### src/rtl/uart_sink_if.sv
// Byte stream from the UART receiver into the message sink.
// The receiver drives a one-cycle i_valid strobe, qualified by i_err.
interface uart_sink_if;
  logic [7:0] i_data;
  logic       i_valid;
  logic       i_err;

  modport master (output i_data, i_valid, i_err);
  modport slave  (input  i_data, i_valid, i_err);
endinterface

### src/rtl/uart_sink.sv
// Counts one MESSAGE_LEN-byte message from the UART receiver and folds it into
// a Fletcher-style {sum2, sum1} checksum, flagging receive errors and idle timeout.
module uart_sink #(
  parameter int MESSAGE_LEN = 512,
  parameter int TIMEOUT     = 65536,
  parameter int COUNT_BITS  = $clog2(MESSAGE_LEN+1)
) (
  input  logic                  clk,
  input  logic                  rst,
  uart_sink_if.slave            rx,
  output logic [15:0]           o_sum,
  output logic [COUNT_BITS-1:0] o_count,
  output logic                  o_busy,
  output logic                  o_done,
  output logic                  o_error,
  output logic                  o_timeout
);

  localparam int                    IDLE_BITS = $clog2(TIMEOUT);
  localparam logic [COUNT_BITS-1:0] LAST_CNT  = COUNT_BITS'(MESSAGE_LEN-1);
  localparam logic [IDLE_BITS-1:0]  IDLE_LAST = IDLE_BITS'(TIMEOUT-1);

  typedef enum logic [1:0] {WAIT, RECV, DONE} state_t;

  state_t               state;
  logic [7:0]           sum1, sum2;
  logic [IDLE_BITS-1:0] idle;
  logic                 accept;
  logic [7:0]           sum1_nxt, sum2_nxt;

  assign accept   = rx.i_valid && !rx.i_err;
  assign sum1_nxt = sum1 + rx.i_data;
  assign sum2_nxt = sum2 + sum1_nxt;

  assign o_sum  = {sum2, sum1};
  assign o_busy = (state == RECV);
  assign o_done = (state == DONE);

  always_ff @(posedge clk or posedge rst) begin
    if (rst) begin
      state     <= WAIT;
      sum1      <= '0;
      sum2      <= '0;
      o_count   <= '0;
      idle      <= '0;
      o_error   <= 1'b0;
      o_timeout <= 1'b0;
    end else begin
      case (state)
        WAIT: begin
          // First good byte starts a fresh message; sums begin from zero.
          if (accept) begin
            sum1      <= rx.i_data;
            sum2      <= rx.i_data;
            o_count   <= COUNT_BITS'(1);
            idle      <= '0;
            o_error   <= 1'b0;
            o_timeout <= 1'b0;
            state     <= (MESSAGE_LEN == 1) ? DONE : RECV;
          end
        end
        RECV: begin
          if (accept) begin
            sum1    <= sum1_nxt;
            sum2    <= sum2_nxt;
            o_count <= o_count + 1'b1;
            idle    <= '0;
            if (o_count == LAST_CNT) state <= DONE;
          end else begin
            // Errored bytes count as idle time; a byte landing on the
            // threshold cycle takes the accept branch and wins.
            if (rx.i_valid && rx.i_err) o_error <= 1'b1;
            if (idle == IDLE_LAST) begin
              o_timeout <= 1'b1;
              state     <= DONE;
            end else begin
              idle <= idle + 1'b1;
            end
          end
        end
        DONE:    state <= WAIT;
        default: state <= WAIT;
      endcase
    end
  end

endmodule

### src/flat_wrapper.sv
// flat-port wrapper written by rule: the top's interface ports become plain ports
module uart_sink_flat 
#(
  parameter int MESSAGE_LEN = 512,
  parameter int TIMEOUT     = 65536,
  parameter int COUNT_BITS  = $clog2(MESSAGE_LEN+1)
)
  (clk, rst, o_sum, o_count, o_busy, o_done, o_error, o_timeout, rx_i_data, rx_i_valid, rx_i_err);
  uart_sink_if rx_i ();
  input  logic clk;
  input  logic rst;
  output logic [15:0] o_sum;
  output logic [COUNT_BITS-1:0] o_count;
  output logic o_busy;
  output logic o_done;
  output logic o_error;
  output logic o_timeout;
  input wire logic [$bits(rx_i.i_data)-1:0] rx_i_data;
  input wire logic [$bits(rx_i.i_valid)-1:0] rx_i_valid;
  input wire logic [$bits(rx_i.i_err)-1:0] rx_i_err;
  assign rx_i.i_data = rx_i_data;
  assign rx_i.i_valid = rx_i_valid;
  assign rx_i.i_err = rx_i_err;
  uart_sink #(.MESSAGE_LEN(MESSAGE_LEN), .TIMEOUT(TIMEOUT), .COUNT_BITS(COUNT_BITS)) u_core (.clk(clk), .rst(rst), .rx(rx_i), .o_sum(o_sum), .o_count(o_count), .o_busy(o_busy), .o_done(o_done), .o_error(o_error), .o_timeout(o_timeout));
endmodule
### config.mk
export PLATFORM = sky130hd
export DESIGN_NAME = uart_sink_flat
export DESIGN_NICKNAME = d
export VERILOG_FILES = /design/src/rtl/uart_sink_if.sv /design/src/rtl/uart_sink.sv /design/src/flat_wrapper.sv
export SDC_FILE = /design/constraint.sdc
export NUM_CORES = 1
export LEC_CHECK = 0
export BUFFER_PORTS_ARGS = -buffer_cell sky130_fd_sc_hd__buf_4
export CAP_MARGIN = 20
export CORE_ASPECT_RATIO = 1.25
export CORE_UTILIZATION = 52
export DETAILED_ROUTE_END_ITERATION = 8
export MAX_ROUTING_LAYER = met4
export PLACE_DENSITY = 0.77
export SYNTH_ARGS = -nofsm -noshare
export SYNTH_HDL_FRONTEND = slang
export SYNTH_SLANG_ARGS = --single-unit
### constraint.sdc
create_clock -name clk -period 3.1 [get_ports clk]
set_clock_uncertainty 0.15 [all_clocks]
set_input_delay 0.62 -clock clk [delete_from_list [all_inputs] [get_ports clk]]
set_output_delay 0.62 -clock clk [all_outputs]
set_load 0.02 [all_outputs]
# == After elaboration in Yosys (flattened, before gate mapping) ==
# Cells that the tools add are included.
# classes
eq_ne,12
mux,24
add_sub_neg,4
n_reduce_logical,10
# op_table
cell,n
16-bit two-way mux,3
16-bit case mux with 2 select lines,1
8-bit case mux with 2 select lines,2
8-bit two-way mux,3
10-bit two-way mux,2
10-bit case mux with 2 select lines,1
"16-bit by 1-bit adder with 16-bit output, second input constant",1
8-bit adder,2
"16-bit equality test, second input constant",1
"10-bit by 1-bit adder with 10-bit output, second input constant",1
"10-bit by 9-bit equality test with 1-bit output, second input constant",1
3-bit AND reduction,3
2-bit two-way mux,4
"2-bit by 1-bit != test with 1-bit output, second input constant",4
4-bit AND reduction,2
1-bit two-way mux,5
1-bit case mux with 2 select lines,2
2-bit case mux with 2 select lines,1
"3-bit by 1-bit != test with 1-bit output, second input constant",1
"3-bit by 2-bit != test with 1-bit output, second input constant",1
"3-bit != test, second input constant",1
"2-bit by 1-bit equality test with 1-bit output, second input constant",1
"2-bit equality test, second input constant",1
1-bit logical AND,2
4 further kinds,4
# totals
ff_bits,46
out_inout_bits,30
word_cells,57
input_bits,12

# == Logic depth before layout (Yosys ltp) ==
# depth
ltp_word,4
mapped_depth,13
ltp_nobuf,13

# == Worst setup path before layout ==
# Ideal clock, no wire load.
# synth_path
kind,in2reg
start,input port rx_i_data[0]
end,register u_core.sum2[7]
required_time_ps,2881
cell_stages,12
slack_ps,-245
t_arrival_ps,3127
path_buffers,0
cell_sequence,ha_1 -> fa_1 -> a21o_1 -> a21oi_1 -> xnor2_1 -> ha_1 -> inv_1 -> nor2_1 -> a2111o_1 -> and4_4 -> or3_1 -> nand3_1
# synth_between
elab_chain_len,4
# synth_rtl
item,line,text
"start, declared",flat_wrapper.sv:18,input wire logic [$bits(rx_i.i_data)-1:0] rx_i_data;
8-bit adder,uart_sink.sv:32,assign sum1_nxt = sum1 + rx.i_data;
8-bit adder,uart_sink.sv:33,assign sum2_nxt = sum2 + sum1_nxt;
8-bit two-way mux,uart_sink.sv:63,if (accept) begin
8-bit case mux with 2 select lines,uart_sink.sv:49,case (state)
"end signal, assigned",uart_sink.sv:54,sum2 <= rx.i_data;
"end signal, assigned",uart_sink.sv:65,sum2 <= sum2_nxt;
"end, declared",uart_sink.sv:26,"logic [7:0] sum1, sum2;"
# Every way passes these cells. The select of a mux whose other input is x is not followed.
# A chain may end at the register's enable or synchronous reset.

# == Final worst setup path ==
# layout_path
start,register u_core.sum1[0]
end,register u_core.sum2[7]
# layout_between
elab_chain_len,4
# layout_rtl
item,line,text
"start, declared",uart_sink.sv:26,
"start signal, assigned",uart_sink.sv:53,sum1 <= rx.i_data;
"start signal, assigned",uart_sink.sv:64,sum1 <= sum1_nxt;
8-bit adder,uart_sink.sv:32,
8-bit adder,uart_sink.sv:33,
8-bit two-way mux,uart_sink.sv:63,
8-bit case mux with 2 select lines,uart_sink.sv:49,
# Every way passes these cells. The select of a mux whose other input is x is not followed.

==> results.ini <==
[status]
outcome = finished with violations
violations = setup timing

[power_and_ir_drop]
total_power_mw = 2.431
p_per_area_mw_per_mm2 = 683.0
switching_power_mw = 0.9153
power_frac_comb_pct = 50.0
p_int_mw = 1.516
leakagePower_nw = 1.697
seq_power_share_pct = 31.8
switching_share_pct = 37.65
max-vdd-ir-drop_mv = 0.3698
p_clk_share_pct = 18.3

[global_route]
grt_pass1_wl_um = 10700
grt_max_degree = 47
grt_antenna_before_repair = 0
grt_pass1_vias = 2378
overflow = 0
grt_use_total_pct = 25.14

[clocking]
clkTransAtPathRegs_ps = 90
clockBufferDepth = 2
tritoncts = yes
cts-root-buf = clkbuf_8
clock-sinks = 46
cts.htree.levels = 2
clock_latency_ps = 300
cts_buffers = 5

[synth]
seq_area_frac_synth_pct = 39.98
synth_most_common_cell = dfrtp_1
yosysTopAreaCell = dfrtp_1
synthDistinctLibCells = 49
syn_avg_cell_area_um2 = 8.941
synth_cells = 322
netlist_top_cells_area = dfrtp_1 (40%), ha_1 (7.4%), a21oi_1 (5.4%)
synth.top_cell.area_share_pct = 39.98
syn-num-nets = 353
synth_edf_count = 0
yosysWarnings = 0
async_flop_share_pct = 100.0
synthTopCellsByCount = dfrtp_1 (46), nand2_1 (39), a21oi_1 (31)
syn_area_mm2 = 0.002879
synth_flop_cell = dfrtp_1
ys_ff_latch = 46

[floorplan]
start_util_pct = 55.49
ios = 42
rows = 29
die_h_um = 85.19
dieArea_mm2 = 0.005840
die_w_um = 68.55
coreArea_mm2 = 0.005189

[worst_setup_path]
setup.worst_path.start_class = flip-flop
endpoint_kind = flip-flop
critPathRequiredTime_ps = 3190
path_class = reg -> reg
critical_path_arrival_ps = 3190
crit_fanout = 3

[route]
drc_errors = 0
drtAntennaViolNets = 0
wl_um = 6694
first_iter_violations = 107
vias = 2546
wl_per_cell_um = 15.01
viasPerCell = 5.709
firstDrtPassIters = 4

[cells_and_area]
seq_area_mm2 = 0.001151
final_cells = 446
nets = 414
postLayoutCellArea_mm2 = 0.003560
fillers = 426
synthToLayoutAreaGrowth_pct = 23.64
antennaDiodeCount = 0
multiInputGateArea_mm2 = 0.001694
drive_gt1_share_pct = 25.00

[run]
maxCapViolations = 0

[sta]
finalCritPeriodShare_pct = 100.1
slew_viol_final = 0
period_needed_ps = 3103
setup_slack_ps = -3.249
worst_slew_pin_slew_ps = 490.7
rsz0062_at_grt = true
max_slew_margin_pct = 67.25
finalSetupViolations = 1
hold_viol = 0
fmax_mhz = 322.2

[worst_hold_path]
hold_class = in -> async

[placement]
finalWeightedCongestion = 0.8031
dp_cells = 435
dpl_cell_area_mm2 = 0.003393
portBuffers = 41
dp_hpwl_um = 4867

## metrics by stage
stage                     hold WS (ps)  utilization (%)  setup slack (ps)  TNS, ps
after floorplan                  291.9                -             19.52        0
after global placement           309.2            65.40            -163.1   -180.2
after detailed placement         331.3            65.40            -215.3   -264.7
after CTS                        343.0            67.52             80.71        0
after global routing             148.3            68.60            -101.4   -101.4
final                            120.6            68.60            -3.249   -3.249
## worst paths after layout
| kind | start | cells past startpoint | slack (ps) | endpoint |
|---|---|---|---|---|
| min in group clk | u_core.idle[12] | 1 | 340 | u_core.idle[12] |
| max reg2reg | u_core.sum1[0] | 12 | -3 | u_core.sum2[7] |
| min | rst | 2 | 120 | u_core.o_count[9] |
| min reg2reg | u_core.idle[12] | 1 | 340 | u_core.idle[12] |
| max in group asynchronous | rst | 3 | 2210 | u_core.sum1[7] |
| max | u_core.sum1[0] | 12 | -3 | u_core.sum2[7] |
## routing by layer
layer / global-route usage (%) / up-vias / part of all wire (%)
met5: - / - / 0
met4: 9.091 / 0 / 2.3
met3: 3.898 / 13 / 3.1
met2: 42.96 / 45 / 53
met1: 28.84 / 1221 / 42
li1: - / 1267 / -
## layout by cell type (no fill, tap or decap), drive strengths merged, types with 4 or more instances in the layout
cell type,count
buf,65
dfrtp,46
nand2,39
a21oi,32
o21ai,31
nor2,27
ha,17
nand3,15
xor2,10
nor2b,9
a21o,8
xnor2,8
nor3,7
inv,7
nand2b,6
nand4,6
clkbuf,6
o31ai,5
a31oi,5
o21bai,4
## worst max-delay path: stages (launching register included)
cell,delay [ps]
dfrtp_1,430
ha_4,190
fa_2,330
a21o_1,180
a21oi_2,220
xnor2_2,150
ha_1,280
inv_2,80
nor2_2,40
a2111o_1,450
and4_4,160
or3_1,300
nand3_1,70
## registers in the layout, summed over array words and instances (netlist names)
signal and count:
u_core.sum1 8, u_core.o_count 10, u_core.idle 16, u_core.sum2 8, u_core.o_error 1, u_core.o_timeout 1
u_core.state 2
## repair_timing
action	4_1_cts	5_1_grt
gates resized for setup	0	5
hold buffers	0	0
setup endpoints to repair	0	1
buffers inserted	0	2
## area by class of cell
cell class	count	area share, %
clock buffer	6	2.039
clock inverter	2	1.054
inverter	7	0.7381
multi-input combinational	258	47.59
sequential	46	32.34
tap	62	2.179
timing repair buffer	65	14.06
## kinds of logic after synthesis
logic type	share of synthesized area, %
compound gates	21.25
xor+xnor	5.476
fa+ha+maj	8.779
buf+inv	2.564
flops	39.98
mux	0.3477
simple gates	21.60
## power groups by stage
stage	logic, mW	registers [mW]	clock network, mW
floorplan	0.628	0.861	0
global placement	1.11	0.780	0
detailed placement	1.14	0.784	0
CTS	1.15	0.771	0.456
global route	1.34	0.788	0.475
finish	1.22	0.772	0.444
(Power assumes the default switching activity.)
